## src/rtl/cdb_arbiter.sv

```systemverilog
`timescale 1ns/1ps
// Common data bus arbiter: round-robin among requesters with a starvation override,
// combinational one-hot grant and a registered winning payload one cycle later.
module cdb_arbiter #(
  parameter int NREQ   = 4,
  parameter int WIDTH  = 37,
  parameter int STARVE = 7
) (
  input  logic                    clk,
  input  logic                    rst,
  input  logic [NREQ-1:0]         req,
  input  logic [NREQ*WIDTH-1:0]   payload,
  input  logic                    flush,
  input  logic                    stall,
  output logic [NREQ-1:0]         grant,
  output logic [WIDTH-1:0]        cdb_out,
  output logic                    cdb_en
);

  localparam int PW = (NREQ > 1) ? $clog2(NREQ) : 1;
  localparam int CW = (STARVE > 0) ? $clog2(STARVE + 1) : 1;

  logic [PW-1:0]    rr_ptr;
  logic [CW-1:0]    wcnt [NREQ];
  logic [NREQ-1:0]  starve_vec;
  logic [PW-1:0]    rr_idx;
  logic [PW-1:0]    st_idx;
  logic [PW-1:0]    win_idx;
  logic [PW-1:0]    cand;
  logic [PW-1:0]    rr_next;
  logic             rr_found;
  logic [WIDTH-1:0] win_payload;

  always_comb begin
    starve_vec  = '0;
    rr_idx      = '0;
    st_idx      = '0;
    cand        = '0;
    rr_found    = 1'b0;
    grant       = '0;
    for (int i = 0; i < NREQ; i++)
      starve_vec[i] = req[i] && (wcnt[i] == CW'(STARVE));
    // Walk the request vector starting at rr_ptr, wrapping modulo NREQ.
    for (int k = 0; k < NREQ; k++) begin
      cand = PW'((int'(rr_ptr) + k) % NREQ);
      if (!rr_found && req[cand]) begin
        rr_found = 1'b1;
        rr_idx   = cand;
      end
    end
    // Descending scan leaves the lowest starving index.
    for (int i = NREQ - 1; i >= 0; i--)
      if (starve_vec[i]) st_idx = PW'(i);
    win_idx     = (|starve_vec) ? st_idx : rr_idx;
    win_payload = payload[int'(win_idx)*WIDTH +: WIDTH];
    rr_next     = PW'((int'(win_idx) + 1) % NREQ);
    if (rst && !flush && !stall && (|req))
      grant[win_idx] = 1'b1;
  end

  // Stage boundary: registered bus output, pointer and wait counters.
  always_ff @(posedge clk or negedge rst) begin
    if (!rst) begin
      rr_ptr  <= '0;
      cdb_en  <= 1'b0;
      cdb_out <= '0;
      for (int i = 0; i < NREQ; i++) wcnt[i] <= '0;
    end else begin
      cdb_en <= |grant;
      if (|grant) begin
        cdb_out <= win_payload;
        rr_ptr  <= rr_next;
      end
      for (int i = 0; i < NREQ; i++) begin
        if (flush)
          wcnt[i] <= '0;
        else if (stall)
          wcnt[i] <= wcnt[i];
        else if (grant[i] || !req[i])
          wcnt[i] <= '0;
        else if (wcnt[i] != CW'(STARVE))
          wcnt[i] <= wcnt[i] + 1'b1;
      end
    end
  end

endmodule

```

## config.mk

```make
export PLATFORM = sky130hd
export DESIGN_NAME = cdb_arbiter
export DESIGN_NICKNAME = d
export VERILOG_FILES = /design/src/rtl/cdb_arbiter.sv
export SDC_FILE = /design/constraint.sdc
export NUM_CORES = 1
export LEC_CHECK = 0
export BUFFER_PORTS_ARGS = -buffer_cell sky130_fd_sc_hd__buf_2
export CAP_MARGIN = 20
export CORE_UTILIZATION = 35
export CTS_CLUSTER_DIAMETER = 30
export DETAILED_ROUTE_END_ITERATION = 7
export PLACE_DENSITY = 0.64
export SYNTH_ARGS = -nofsm -noshare
export SYNTH_HDL_FRONTEND = slang
export SYNTH_SLANG_ARGS = --single-unit
```

## constraint.sdc

```tcl
create_clock -name clk -period 7.8 [get_ports clk]
set_input_delay 1.56 -clock clk [delete_from_list [all_inputs] [get_ports clk]]
set_output_delay 1.56 -clock clk [all_outputs]
set_load 0.005 [all_outputs]
```

==> metrics.csv <==
stage,metric,value,unit
run_status,outcome,"complete, no violations",
logic_synthesis,syn_area,3370,µm²
min_path,hp-start,cdb_out[30],
placed_design,routabilityCongestion,0.801,
logic_synthesis,synthCells,322,
detailed_routing,vias,3280,
logic_synthesis,synth_top_family_by_area,compound AO/OA/AOI/OAI gates,
power_and_ir_drop,irDropWorstVdd,130,µV
clock_tree,holdBufCountCts,0,
min_path,whs_path_depth,2,
clock_tree,cts_tree,done,
logic_synthesis,ys_seq_area_share,38.7,%
worst_setup_path,crit_type,in2out,
worst_setup_path,worstSetupEndpointType,output pin,
layout,diodes,0,
global_route,grt_max_degree,68,
layout,syn_to_final_growth,36.2,%
worst_setup_path,required,6.24,ns
layout,layout.nets,673,
logic_synthesis,synth_compound_area_share,25.2,%
power_and_ir_drop,fin_total_pwr,1.15,mW
clock_tree,postCtsSetupRepairBufs,0,
clock_tree,clk_pin_slew,0.09,ns
logic_synthesis,syn_avg_cell_area,10.5,µm²
timing,final_hold_viol_count,0,
timing,post-route-period-util,66.5,%
worst_setup_path,critPathLaunchType,input port,
clock_tree,htreeDepth,2,
placed_design,dp.cells,631,
worst_setup_path,r2r_cells,9,
logic_synthesis,synth_flop_cell,dfrtp_1,
logic_synthesis,synth_fa_ha_area_share,2.97,%
die,start_util,36.3,%
timing,max_freq,193,MHz
min_path,hold_end,cdb_out[30],
logic_synthesis,synthMuxAreaShare,20.9,%
detailed_routing,ant_nets,0,
clock_tree,cts_resized,0,
die,dieArea,10000,µm²
worst_setup_path,crit_fanout,53,
timing,period_minus_slack,5.19,ns
die,ios,198,
clock_tree,cts.sinks,52,
logic_synthesis,synthSimpleGateAreaFrac,7.73,%
global_route,antenna_found_initial,0,
timing,clock_skew,0.00606,ns
worst_setup_path,rrSetupSlack,4.81,ns
layout,final_common_cell,buf_2,
worst_setup_path,reg2reg_from,wcnt[9],
logic_synthesis,synthTopCellsByArea,"dfrtp_1 (39%), mux2i_1 (20%), a2bb2oi_1 (7.8%)",
die,fp-row-count,35,
detailed_routing,postRouteWirelength,9670,µm
clock_tree,clk_latency,0.30,ns
layout,layout_common_cells,"buf_2 (197), mux2i_1 (67), dfrtp_1 (52)",
detailed_routing,drtPass1Iterations,4,
logic_synthesis,async_reset_ff_share,100,%
die,die_y,100,µm
timing,slew_headroom,30.8,%
logic_synthesis,synth_top_area_share,38.7,%
power_and_ir_drop,pwr_density_cell,251,nW/µm²
logic_synthesis,synthXorXnorAreaFrac,0.260,%
worst_setup_path,worstPathArrival,3.63,ns
logic_synthesis,synth_edf_count,0,
detailed_routing,drt-vias-per-instance,5.13,
timing,drv_slew,0,
timing,setup_viol,0,
min_path,hold_path_class,reg2reg,
global_route,gr-total-overflow,0,
global_route,track_usage,19.8,%
detailed_routing,avgRoutedWirePerCell,15.1,µm
die,core_area,9280,µm²
logic_synthesis,synth_top_cell_by_area,dfrtp_1,
timing,final.setup.tns,0,ns
layout,layout.cells.non_filler,639,
die,die_w,100,µm
placed_design,portBuffers,197,
clock_tree,cts_root_buffer,clkbuf_8,
layout,drive_gt1_share,43.7,%
detailed_routing,route.detailed.drc,0,
detailed_routing,drt_iter0_drc,115,
logic_synthesis,ys_warn_count,0,
global_route,grt_pass1_wl,15800,µm
logic_synthesis,yosysUniqueCellTypes,46,
logic_synthesis,synth_nets,486,
worst_setup_path,reg2reg_to,cdb_out[4],
run,cap_violations,0,
clock_tree,ctsLongestPathBuffers,2,
power_and_ir_drop,p_leak,2.42,nW
clock_tree,numCtsBuffers,5,
placed_design,hpwlAfterDp,7400,µm
logic_synthesis,ys_ff_latch,52,
global_route,grt_pass1_vias,3335,
timing,rsz0062_at_grt,false,
timing,worstMarginPinSlew,1.04,ns
-- area by class of cell --
cell class                      instances  area [µm²]
Multi-Input combinational cell        241        1940
Sequential cell                        52        1300
Timing Repair Buffer                  202        1020
Clock buffer                            7        96.3
Tap cell                              129         161
Inverter                                7        26.3
Fill cell                             919        4700
Clock inverter                          1        30.0
-- critical path, stage by stage --
cell and delay (ns):
buf_2 0.08, buf_4 0.54, o311ai_4 0.18, buf_4 0.31, inv_2 0.26, nand2_1 0.16, nor2_1 0.32, buf_2 0.18
-- Yosys cell counts, types with 2 or more instances --
master / number
mux2i_1: 67
inv_1: 6
a32oi_1: 2
a21oi_2: 2
nand3_1: 2
nand4_1: 2
a32o_1: 2
buf_4: 5
and2_1: 5
clkbuf_1: 6
a22o_1: 7
nor3_1: 4
o21ai_1: 15
a41oi_1: 5
a21o_1: 2
ha_1: 8
a21oi_1: 2
o211ai_1: 11
dfrtp_1: 52
nand2_1: 16
nand2b_1: 3
mux2_2: 3
a2bb2oi_1: 30
o21ai_0: 20
buf_2: 11
nor2_1: 9
nor2b_1: 2
a22oi_1: 5
-- where the power goes --
group,internal (mW),switching [mW]
clock network,0.113,0.0884
logic,0.270,0.252
registers,0.364,0.0611
-- through the flow --
step / hold WS, ns / setup WS, ns / area [µm²] / util (%)
2_1_floorplan: 0.470 / 3.16 / 3370 / -
3_3_place_gp: 0.473 / 2.62 / 4460 / 48.0
3_5_place_dp: 0.477 / 2.58 / 4460 / 48.0
4_1_cts: 0.499 / 2.57 / 4580 / 49.4
5_1_grt: 0.527 / 2.39 / 4580 / 49.4
6_report: 0.492 / 2.61 / 4580 / 49.4
-- worst max path at each step --
stage | slack [ns] | cells past startpoint | from | to
final | 2.61 | 8 | rst | grant[1]
after global routing | 2.39 | 8 | rst | grant[1]
after CTS | 2.57 | 8 | rst | grant[1]
after detailed placement | 2.58 | 8 | rst | grant[1]
after global placement | 2.62 | 8 | rst | grant[1]
after floorplan | 3.16 | 7 | req[1] | grant[2]
-- per-layer routing --
metal | wire length (µm) | global-route usage, %
met1 | 4080 | 24.2
met5 | 0 | 0
met2 | 4870 | 34.9
met3 | 558 | 4.60
met4 | 159 | 5.57
-- flip-flops by register name (all words and copies together), names as in the netlist --
name,count
cdb_en,1
cdb_out,37
rr_ptr,2
wcnt,12
-- cell families after synthesis --
family / Yosys count
AOI/OAI and AO/OA: 112
muxes: 70
DFF: 52
and+or+nand+nor: 50
buffers and inverters: 29
adders and majority gates: 8
xor gates and xnor gates: 1
No activity file was read; power rests on OpenSTA's default activity.
